File: src/rtl/cpu_run_ctrl.sv
// cpu_run_ctrl: run-control sequencer and program-RAM owner for the
// 4-bit-address / 8-bit-data accumulator CPU.
//
// The block owns a single-port program RAM and shares it between the
// Wishbone host and the core. It sequences the core through reset,
// free-run, single-step and halt, and raises a level interrupt on halt or
// step completion.
//
// Register map (byte offset inside the 256-byte window at BASE_ADDR):
//   0x00-0x3C  RAM word adr[5:2], data in bits [DATA_W-1:0]
//   0x40       CTRL   [0] run, [1] step (write-1 pulse, reads 0),
//                     [2] irq_en_halt, [3] irq_en_step
//   0x44       STATUS [2:0] state code, [3] halted sticky,
//                     [4] step_done sticky (write 1 to clear [4:3])
//   0x48       CYCCNT (only when CPU_RUN_CTRL_CYCCNT_EN is defined,
//                     otherwise reads 0 and ignores writes)
//
// Optional feature macro: CPU_RUN_CTRL_CYCCNT_EN adds a 16-bit saturating
// count of core clock-enable cycles at offset 0x48.
//
// Handshake: a host request is valid when stb & cyc & address hit and no
// ack is being returned this cycle. It is accepted (ready) when it targets a
// register, or targets the RAM in a cycle where the core holds no grant.
// wbs_ack_o is high for exactly the one cycle after acceptance, with read
// data valid alongside it. Addresses outside the window are never acked.
//
// The FSM state code is visible to software and checkers through STATUS[2:0].

module cpu_run_ctrl #(
    parameter logic [31:0] BASE_ADDR   = 32'h3000_0000,
    parameter int          ADDR_W      = 4,
    parameter int          DATA_W      = 8,
    parameter int          STEP_CYCLES = 2
) (
    input  logic              wb_clk_i,
    input  logic              wb_rst_i,
    input  logic              wbs_stb_i,
    input  logic              wbs_cyc_i,
    input  logic              wbs_we_i,
    input  logic [3:0]        wbs_sel_i,
    input  logic [31:0]       wbs_adr_i,
    input  logic [31:0]       wbs_dat_i,
    output logic              wbs_ack_o,
    output logic [31:0]       wbs_dat_o,
    input  logic              cpu_req_i,
    input  logic              cpu_we_i,
    input  logic [ADDR_W-1:0] cpu_addr_i,
    input  logic [DATA_W-1:0] cpu_wdata_i,
    output logic              cpu_gnt_o,
    output logic [DATA_W-1:0] cpu_rdata_o,
    input  logic              cpu_halted_i,
    output logic              cpu_rst_o,
    output logic              cpu_clk_en_o,
    output logic              irq_o
);

    localparam int CNT_W = (STEP_CYCLES > 1) ? $clog2(STEP_CYCLES) : 1;
    localparam logic [CNT_W-1:0] STEP_LAST = CNT_W'(STEP_CYCLES - 1);

    typedef enum logic [2:0] {
        ST_IDLE   = 3'd0,
        ST_RUN    = 3'd1,
        ST_STEP   = 3'd2,
        ST_HALTED = 3'd3
    } state_t;

    state_t state, state_nx;

    logic [DATA_W-1:0] ram [2**ADDR_W];

    logic              hit, is_ram, is_ctrl, is_stat, is_cyc;
    logic              req, accept, wr, wr0, ctrl_wr, stat_wr;
    logic [ADDR_W-1:0] host_idx;
    logic [31:0]       rd_data, cyccnt_rd;
    logic              ack_q, irq_q;
    logic [31:0]       dat_q;
    logic              run_q, en_halt_q, en_step_q;
    logic              step_pulse_q, run_rise_q, idle_req_q;
    logic              halted_s, step_s;
    logic              set_halted, set_step;
    logic [CNT_W-1:0]  step_cnt;
    logic              clk_en;
    logic              unused_bits;

    assign clk_en       = (state == ST_RUN) || (state == ST_STEP);
    assign cpu_clk_en_o = clk_en;
    assign cpu_rst_o    = (state == ST_IDLE);
    assign cpu_gnt_o    = clk_en & cpu_req_i;
    assign cpu_rdata_o  = ram[cpu_addr_i];
    assign wbs_ack_o    = ack_q;
    assign wbs_dat_o    = dat_q;
    assign irq_o        = irq_q;
    assign host_idx     = wbs_adr_i[ADDR_W+1:2];
    assign unused_bits  = ^{wbs_dat_i, wbs_sel_i, wbs_adr_i[1:0]};

    // Address decode and host acceptance; RAM accesses yield to a core grant.
    always_comb begin
        hit     = (wbs_adr_i[31:8] == BASE_ADDR[31:8]);
        is_ram  = (wbs_adr_i[7:6] == 2'b00);
        is_ctrl = (wbs_adr_i[7:0] == 8'h40);
        is_stat = (wbs_adr_i[7:0] == 8'h44);
        is_cyc  = (wbs_adr_i[7:0] == 8'h48);
        req     = wbs_stb_i & wbs_cyc_i & hit & ~ack_q;
        accept  = req & (~is_ram | ~cpu_gnt_o);
        wr      = accept & wbs_we_i;
        wr0     = wr & wbs_sel_i[0];
        ctrl_wr = wr0 & is_ctrl;
        stat_wr = wr0 & is_stat;
    end

    // Read-data mux for the word addressed by the host.
    always_comb begin
        rd_data = '0;
        if (is_ram) begin
            rd_data = 32'(ram[host_idx]);
        end else if (is_ctrl) begin
            rd_data = {28'd0, en_step_q, en_halt_q, 1'b0, run_q};
        end else if (is_stat) begin
            rd_data = {27'd0, step_s, halted_s, state};
        end else if (is_cyc) begin
            rd_data = cyccnt_rd;
        end
    end

    // Wishbone ack and registered read data, one cycle after acceptance.
    always_ff @(posedge wb_clk_i or posedge wb_rst_i) begin
        if (wb_rst_i) begin
            ack_q <= 1'b0;
            dat_q <= '0;
        end else begin
            ack_q <= accept;
            if (accept) begin
                dat_q <= wbs_we_i ? 32'd0 : rd_data;
            end
        end
    end

    // CTRL register plus one-cycle command pulses derived from CTRL writes.
    always_ff @(posedge wb_clk_i or posedge wb_rst_i) begin
        if (wb_rst_i) begin
            run_q        <= 1'b0;
            en_halt_q    <= 1'b0;
            en_step_q    <= 1'b0;
            step_pulse_q <= 1'b0;
            run_rise_q   <= 1'b0;
            idle_req_q   <= 1'b0;
        end else begin
            step_pulse_q <= 1'b0;
            run_rise_q   <= 1'b0;
            idle_req_q   <= 1'b0;
            if (ctrl_wr) begin
                run_q        <= wbs_dat_i[0];
                en_halt_q    <= wbs_dat_i[2];
                en_step_q    <= wbs_dat_i[3];
                step_pulse_q <= wbs_dat_i[1];
                run_rise_q   <= wbs_dat_i[0] & ~run_q;
                idle_req_q   <= (wbs_dat_i[2:0] == 3'b000);
            end
        end
    end

    // STATUS sticky bits: a new event wins over a same-cycle clear.
    always_ff @(posedge wb_clk_i or posedge wb_rst_i) begin
        if (wb_rst_i) begin
            halted_s <= 1'b0;
            step_s   <= 1'b0;
        end else begin
            if (set_halted) begin
                halted_s <= 1'b1;
            end else if (stat_wr && wbs_dat_i[3]) begin
                halted_s <= 1'b0;
            end
            if (set_step) begin
                step_s <= 1'b1;
            end else if (stat_wr && wbs_dat_i[4]) begin
                step_s <= 1'b0;
            end
        end
    end

    // Registered level interrupt from the enabled sticky bits.
    always_ff @(posedge wb_clk_i or posedge wb_rst_i) begin
        if (wb_rst_i) begin
            irq_q <= 1'b0;
        end else begin
            irq_q <= (halted_s & en_halt_q) | (step_s & en_step_q);
        end
    end

    // Single-step length counter, running only while in STEP.
    always_ff @(posedge wb_clk_i or posedge wb_rst_i) begin
        if (wb_rst_i) begin
            step_cnt <= '0;
        end else if (state == ST_STEP) begin
            step_cnt <= step_cnt + 1'b1;
        end else begin
            step_cnt <= '0;
        end
    end

    // FSM state register.
    always_ff @(posedge wb_clk_i or posedge wb_rst_i) begin
        if (wb_rst_i) begin
            state <= ST_IDLE;
        end else begin
            state <= state_nx;
        end
    end

    // FSM next state and sticky-set strobes.
    always_comb begin
        state_nx   = state;
        set_halted = 1'b0;
        set_step   = 1'b0;
        case (state)
            ST_IDLE: begin
                if (run_q) begin
                    state_nx = ST_RUN;
                end else if (step_pulse_q) begin
                    state_nx = ST_STEP;
                end
            end
            ST_RUN: begin
                if (cpu_halted_i) begin
                    state_nx   = ST_HALTED;
                    set_halted = 1'b1;
                end else if (!run_q) begin
                    state_nx = ST_IDLE;
                end
            end
            ST_STEP: begin
                if (cpu_halted_i) begin
                    state_nx   = ST_HALTED;
                    set_halted = 1'b1;
                end else if (step_cnt == STEP_LAST) begin
                    state_nx = ST_HALTED;
                    set_step = 1'b1;
                end
            end
            ST_HALTED: begin
                if (run_rise_q) begin
                    state_nx = ST_RUN;
                end else if (step_pulse_q && !cpu_halted_i) begin
                    state_nx = ST_STEP;
                end else if (idle_req_q) begin
                    state_nx = ST_IDLE;
                end
            end
            default: state_nx = ST_IDLE;
        endcase
    end

    // Program RAM write port: the granted core first, otherwise the host.
    always_ff @(posedge wb_clk_i) begin
        if (cpu_gnt_o && cpu_we_i) begin
            ram[cpu_addr_i] <= cpu_wdata_i;
        end else if (wr0 && is_ram) begin
            ram[host_idx] <= wbs_dat_i[DATA_W-1:0];
        end
    end

`ifdef CPU_RUN_CTRL_CYCCNT_EN
    logic [15:0] cyccnt_q;

    // Saturating count of core-enabled cycles, cleared on IDLE entry or write.
    always_ff @(posedge wb_clk_i or posedge wb_rst_i) begin
        if (wb_rst_i) begin
            cyccnt_q <= '0;
        end else if ((wr && is_cyc) || (state_nx == ST_IDLE && state != ST_IDLE)) begin
            cyccnt_q <= '0;
        end else if (clk_en && cyccnt_q != 16'hFFFF) begin
            cyccnt_q <= cyccnt_q + 16'd1;
        end
    end

    assign cyccnt_rd = {16'd0, cyccnt_q};
`else
    assign cyccnt_rd = '0;
`endif

endmodule
File: config.mk
export PLATFORM = sky130hd
export DESIGN_NAME = cpu_run_ctrl
export DESIGN_NICKNAME = d
export VERILOG_FILES = /design/src/rtl/cpu_run_ctrl.sv
export SDC_FILE = /design/constraint.sdc
export NUM_CORES = 1
export LEC_CHECK = 0
export ABC_CLOCK_PERIOD_IN_PS = 3500
export CAP_MARGIN = 20
export CORE_MARGIN = 3
export CORE_UTILIZATION = 53
export CTS_CLUSTER_SIZE = 14
export DETAILED_ROUTE_END_ITERATION = 8
export HOLD_SLACK_MARGIN = 0.12
export PLACE_DENSITY = 0.9
export SYNTH_ARGS = -nofsm -noshare
export SYNTH_HDL_FRONTEND = slang
export SYNTH_SLANG_ARGS = --single-unit
File: constraint.sdc
create_clock -name wb_clk_i -period 3.5 [get_ports wb_clk_i]
set_clock_uncertainty 0.05 [all_clocks]
set_input_delay 0.7 -clock wb_clk_i [delete_from_list [all_inputs] [get_ports wb_clk_i]]
set_output_delay 0.7 -clock wb_clk_i [all_outputs]
set_load 0.05 [all_outputs]
# After elaboration in Yosys (flattened, before gate mapping)
# Memories as Yosys holds them, arrays and structs flattened.
# Cells that the tools add are included.
classes:
  bitwise: 18
  addsub: 1
  n_mux: 35
  reduce_logical: 15
  eq_ne: 10
ops:
  columns: ["op", "count"]
  rows:
  - ["2-to-1 mux 32 bit", 1]
  - ["2-to-1 mux 3 bit", 9]
  - ["equality test 24 x 22 -> 1 bit, second input constant", 1]
  - ["2-to-1 mux 1 bit", 19]
  - ["equality test 8 x 7 -> 1 bit, second input constant", 2]
  - ["2-to-1 mux 8 bit", 2]
  - ["AND 1 bit", 12]
  - ["one-hot mux 3 bit (4 select lines)", 1]
  - ["2-to-1 mux 5 bit", 2]
  - ["OR reduction 8 bit", 1]
  - ["equality test 3 x 2 -> 1 bit, second input constant", 2]
  - ["logical NOT 3 bit", 2]
  - ["inequality test 3 bit, second input constant", 2]
  - ["logical AND 1 bit", 5]
  - ["2-to-1 mux 4 bit", 1]
  - ["inequality test 4 bit, second input constant", 1]
  - ["NOT 1 bit", 4]
  - ["AND reduction 4 bit", 1]
  - ["nonzero test 2 bit", 2]
  - ["equality test 3 x 1 -> 1 bit, second input constant", 1]
  - ["inequality test 3 x 1 -> 1 bit, second input constant", 1]
  - ["logical NOT 2 bit", 1]
  - ["OR 1 bit", 2]
  - ["OR reduction 2 bit", 1]
  - ["3 further kinds", 3]
totals:
  out_inout_bits: 45
  n_memories: 1
  register_bits: 46
  ram_bits: 128
memory_table:
  columns: ["memory", "words", "word_bits", "rd", "rd_ports_with_merged_regs", "write_ports", "line_no", "source"]
  rows:
  - ["ram", 16, 8, 2, 0, 1, "69", "logic [DATA_W-1:0] ram [2**ADDR_W];"]

# Longest topological paths before layout
depth:
  word_depth: 14
  depth_mapped: 8
  depth_no_buf: 7

# Worst setup path before layout
# No wires, ideal clock.
synth_timing:
  path_kind: "flip-flop to flip-flop"
  start: "register state[0]"
  end: "memory ram[13][0], enable pin"
  slack_ns: 0.128
  setup_ns: 0.387
  arrival_time_ns: 2.935
  required_ns: 3.063
  path_stages_with_launch: 9
  cell_sequence: "dfrtp_1 -> inv_1 -> ha_1 -> nand2_1 -> o2111ai_2 -> or4_1 -> buf_2 -> buf_6 -> o31ai_1"
synth_between:
  elab_chain_cells: 14
  elab_cells_between_ends: 19
  cone_classes: "eq/ne: 2; mux: 7; bitwise: 6; reduce/logical: 4"
synth_rtl:
  columns: ["item", "line_no", "source"]
  rows:
  - ["from (decl)", "67", "state_t state, state_nx;"]
  - ["from (signal assigned)", "206", "state <= state_nx;"]
  - ["equality test 3 x 1 -> 1 bit or equality test 3 x 2 -> 1 bit (tied branches)", "85", "assign clk_en = (state == ST_RUN) || (state == ST_STEP);"]
  - ["logical OR 1 bit *", "85", null]
  - ["net cpu_clk_en_o", "53", "output logic cpu_clk_en_o,"]
  - ["AND 1 bit *", "88", "assign cpu_gnt_o = clk_en & cpu_req_i;"]
  - ["NOT 1 bit", "104", "accept = req & (~is_ram | ~cpu_gnt_o);"]
  - ["OR 1 bit", "104", null]
  - ["AND 1 bit", "104", null]
  - ["AND 1 bit", "105", "wr = accept & wbs_we_i;"]
  - ["AND 1 bit", "106", "wr0 = wr & wbs_sel_i[0];"]
  - ["logical AND 1 bit", "257", "end else if (wr0 && is_ram) begin"]
  - ["2-to-1 mux 1 bit", "257", null]
  - ["2-to-1 mux 1 bit", "255", "if (cpu_gnt_o && cpu_we_i) begin"]
  - ["2-to-1 mux 1 bit (not written as such)", "258", "ram[host_idx] <= wbs_dat_i[DATA_W-1:0];"]
  - ["OR reduction 8 bit (no source line)", null, null]
  - ["2-to-1 mux 4 bit (no source line) or 2-to-1 mux 1 bit (tied branches)", null, null]
  - ["to (decl)", "69", null]
# Mark *: on every way through the listed nets, which the timed path passes. The rest lies on a longest branch.

# Worst setup path in the final report
layout_timing:
  start: "input port cpu_addr_i[1]"
  end: "output port cpu_rdata_o[3]"
layout_between:
  elab_chain_cells: 1
layout_rtl:
  columns: ["item", "line_no", "source"]
  rows:
  - ["from (decl)", "47", "input logic [ADDR_W-1:0] cpu_addr_i,"]
  - ["memory read (16 x 8 bit)", null, null]
  - ["to (decl)", "50", "output logic [DATA_W-1:0] cpu_rdata_o,"]
# No other way between the ends.

==> metrics.txt <==
# TYPE chip_impl_metric gauge
chip_impl_metric{name="max_cap_violations",unit=""} 0
chip_impl_metric{name="hold_depth",unit=""} 1
chip_impl_metric{name="insertion_delay",unit="ns"} 0.43
chip_impl_metric{name="ys_seq_elements",unit=""} 149
chip_impl_metric{name="detail-route-antenna-nets",unit=""} 0
chip_impl_metric{name="slew-limit-headroom",unit="%"} 44.7
chip_impl_metric{name="postRouteWirelength",unit="um"} 19800
chip_impl_metric{name="groute.usage.overall",unit="%"} 25.8
chip_impl_metric{name="number_of_diodes_added_for_antenna_fixing",unit=""} 0
chip_impl_metric{name="layout.nets",unit=""} 660
chip_impl_metric{name="drive_gt1_share",unit="%"} 31.0
chip_impl_metric{name="detail_route.drc_violations",unit=""} 0
chip_impl_metric{name="rr_worst_depth",unit=""} 8
chip_impl_metric{name="finalWorstPathRequiredPeriod",unit="ns"} 3.33
chip_impl_metric{name="timing.final.hold_violations",unit=""} 0
chip_impl_metric{name="worstPathMaxFanout",unit=""} 36
chip_impl_metric{name="die_h",unit="um"} 126
chip_impl_metric{name="cts.reportedPaths.clkPinSlew",unit="ns"} 0.05
chip_impl_metric{name="io_pins",unit=""} 133
chip_impl_metric{name="first_global_vias",unit=""} 5117
chip_impl_metric{name="vdd_drop_max",unit="mV"} 0.354
chip_impl_metric{name="floorplan.rows",unit=""} 43
chip_impl_metric{name="post_cts_resize_count",unit=""} 0
chip_impl_metric{name="clk_sink_count",unit=""} 149
chip_impl_metric{name="synth.yosys.warnings",unit=""} 0
chip_impl_metric{name="synth-simple-area-share",unit="%"} 7.86
chip_impl_metric{name="synthXorXnorAreaFrac",unit="%"} 0
chip_impl_info{name="critical_path.startpoint_type",value="primary input"} 1
chip_impl_metric{name="wl_per_cell",unit="um"} 26.0
chip_impl_info{name="status",value="finished, final reports clean"} 1
chip_impl_metric{name="detailedRoute.firstIterationViolations",unit=""} 629
chip_impl_metric{name="finalSetupTns",unit="ns"} 0
chip_impl_metric{name="yosys.area_share.adder",unit="%"} 0.656
chip_impl_metric{name="initial_antenna_violation_count",unit=""} 0
chip_impl_metric{name="cts_buffers",unit=""} 17
chip_impl_info{name="synth_top_flop_cell",value="sky130_fd_sc_hd__edfxtp_1"} 1
chip_impl_metric{name="ff2ff_setup_slack",unit="ns"} 0.59
chip_impl_metric{name="post_synth_inst_count",unit=""} 458
chip_impl_info{name="timing_worst_setup_path_type",value="primary input to output pin"} 1
chip_impl_info{name="largest_family_of_logic_cells_by_synthesized_area",value="multiplexers"} 1
chip_impl_metric{name="die-area",unit="sq mm"} 0.0159
chip_impl_metric{name="report.final.slew_viol_count",unit=""} 0
chip_impl_metric{name="setup_viol",unit=""} 0
chip_impl_metric{name="place.gp.congestion",unit=""} 0.888
chip_impl_info{name="cts_root_buffer",value="sky130_fd_sc_hd__clkbuf_16"} 1
chip_impl_metric{name="dr_vias",unit=""} 5146
chip_impl_metric{name="syn-mean-instance-area",unit="sq um"} 16.6
chip_impl_metric{name="via_per_inst",unit=""} 6.76
chip_impl_metric{name="period_share",unit="%"} 95.1
chip_impl_metric{name="timing.critical_path.arrival",unit="ns"} 2.58
chip_impl_metric{name="place.port_buffers",unit=""} 81
chip_impl_metric{name="clock_path_buffers",unit=""} 2
chip_impl_metric{name="seq_area_frac_synth",unit="%"} 57.3
chip_impl_metric{name="number_of_flops_mapped_to_enable_cells_by_yosys",unit=""} 128
chip_impl_metric{name="die_w",unit="um"} 126
chip_impl_info{name="min-delay-path-class",value="flop to flop"} 1
chip_impl_metric{name="final_design_area_no_fill",unit="sq mm"} 0.00930
chip_impl_metric{name="grt_max_degree",unit=""} 37
chip_impl_metric{name="postSynth.asyncResetShare",unit="%"} 14.1
chip_impl_metric{name="design.core.area",unit="sq mm"} 0.0140
chip_impl_info{name="worst_hold_path.endpoint",value="step_cnt"} 1
chip_impl_metric{name="cts_hold_buf",unit=""} 0
chip_impl_metric{name="syn_to_final_growth",unit="%"} 22.0
chip_impl_metric{name="number_of_buffers_inserted_to_repair_setup_after_cts",unit=""} 0
chip_impl_metric{name="postPlaceCellArea",unit="sq mm"} 0.00874
chip_impl_info{name="reg2reg_from",value="state[1]"} 1
chip_impl_metric{name="timing_worst_slew_pin_value",unit="ns"} 0.808
chip_impl_metric{name="synth-compound-area-share",unit="%"} 6.11
chip_impl_metric{name="power.density",unit="mW/mm^2"} 443
chip_impl_metric{name="hpwlAfterDp",unit="um"} 13900
chip_impl_metric{name="muxShareOfSynthArea",unit="%"} 23.5
chip_impl_metric{name="start_util",unit="%"} 54.5
chip_impl_metric{name="filler_cell_count",unit=""} 883
chip_impl_metric{name="syn-cell-area",unit="sq mm"} 0.00762
chip_impl_metric{name="cp_data_required_time",unit="ns"} 2.75
chip_impl_info{name="min-delay-start",value="step_cnt"} 1
chip_impl_metric{name="drtPass1Iterations",unit=""} 5
chip_impl_info{name="unrepaired_setup_endpoints_after_global_routing",value="false"} 1
chip_impl_metric{name="fmax",unit="MHz"} 300
chip_impl_info{name="cts_tree",value="yes"} 1
chip_impl_metric{name="global_route_wire_length_before_repair",unit="um"} 30500
chip_impl_info{name="crit_path_end_kind",value="output pin"} 1
chip_impl_metric{name="globalRoute.totalOverflow",unit=""} 0
chip_impl_metric{name="ys_types",unit=""} 62
chip_impl_info{name="reg2reg_to",value="ram[13][6]"} 1
chip_impl_metric{name="power.static_leakage",unit="uW"} 0.00322
chip_impl_metric{name="clock_tree.htree_level_count",unit=""} 4
cells in the mapped netlist (all sizes together), types with 8 or more instances:
| library cell | count | area, sq um |
|---|---|---|
| mux2 | 13 | 146 |
| nor4 | 8 | 71.3 |
| nor2 | 8 | 30.0 |
| mux4 | 70 | 1580 |
| clkbuf | 13 | 48.8 |
| edfxtp | 128 | 3840 |
| dfrtp | 21 | 526 |
| nand2 | 19 | 71.3 |
| buf | 42 | 275 |
kinds of logic after synthesis:
family,Yosys count
flops,149
simple gates,96
mux,90
buf+inv,60
compound gates,58
fa+ha+maj,4
other cells,1
worst max-delay path: stages:
cell and delay [ns]:
sky130_fd_sc_hd__clkdlybuf4s50_1 0.51, sky130_fd_sc_hd__buf_12 0.25, sky130_fd_sc_hd__mux4_2 0.39, sky130_fd_sc_hd__mux4_2 0.51
sky130_fd_sc_hd__buf_4 0.21
state kept, by name, summed over array words and instances (netlist names):
signal and count:
en_halt_q 1, en_step_q 1, halted_s 1, idle_req_q 1, irq_o 1, ram 128, run_q 1, run_rise_q 1
state 2, step_cnt 1, step_pulse_q 1, step_s 1, wbs_ack_o 1, wbs_dat_o 8
where the power goes:
| group | switching (uW) | total (uW) | internal [uW] |
|---|---|---|---|
| combinational | 260 | 445 | 185 |
| sequential | 3.54 | 1940 | 1930 |
| clock | 679 | 1740 | 1060 |
cells in the final DEF, fill, tap and decap left out, types with 8 or more instances in the layout:
| cell type | instances |
|---|---|
| sky130_fd_sc_hd__clkbuf_16 | 17 |
| sky130_fd_sc_hd__mux2_2 | 13 |
| sky130_fd_sc_hd__edfxtp_1 | 128 |
| sky130_fd_sc_hd__nand2_1 | 19 |
| sky130_fd_sc_hd__mux4_2 | 70 |
| sky130_fd_sc_hd__dfrtp_1 | 21 |
| sky130_fd_sc_hd__buf_4 | 47 |
| sky130_fd_sc_hd__nor2_1 | 8 |
| sky130_fd_sc_hd__clkdlybuf4s50_1 | 70 |
| sky130_fd_sc_hd__conb_1 | 24 |
metrics by stage:
stage               hold WS [ns]  power (uW)  std cells  util, %  worst slack [ns]
finish                     0.411        4120        761     66.5             0.170
global route               0.429        4240        761     66.5             0.152
CTS                        0.411        4130        761     66.5             0.177
detailed placement         0.402        2410        729     62.5            0.0525
global placement           0.386        2400        729     62.5            0.0858
floorplan                  0.364        2270        481        -             0.128
metal layers:
| metal | up-vias | wire (um) | GRT usage, % |
|---|---|---|---|
| met3 | 57 | 2230 | 7.00 |
| met2 | 386 | 9880 | 41.6 |
| met5 | - | 0 | 0 |
| met1 | 2614 | 7070 | 33.6 |
| met4 | 0 | 609 | 10.4 |
| li1 | 2089 | - | - |
how the worst max path moves through the flow:
stage	start	to	slack, ns	cells after the start
global route	cpu_addr_i[1]	cpu_rdata_o[4]	0.15	5
detailed placement	wbs_cyc_i	ram[9][7]	0.05	7
finish	cpu_addr_i[1]	cpu_rdata_o[3]	0.17	5
CTS	cpu_addr_i[1]	cpu_rdata_o[3]	0.18	5
global placement	wbs_cyc_i	ram[9][6]	0.09	7
floorplan	state[0]	ram[13][0]	0.13	8
layout make-up:
| cell class | instances | area, sq um | area share (%) |
|---|---|---|---|
| Multi-Input combinational cell | 272 | 3000 | 32.2 |
| Sequential cell | 149 | 4370 | 47.0 |
| Tap cell | 180 | 225 | 2.42 |
| Clock buffer | 22 | 454 | 4.88 |
| Clock inverter | 10 | 108 | 1.16 |
| Timing Repair Buffer | 123 | 1130 | 12.1 |
| Inverter | 5 | 18.8 | 0.202 |
Note: power is estimated with default switching activity, not from simulation.
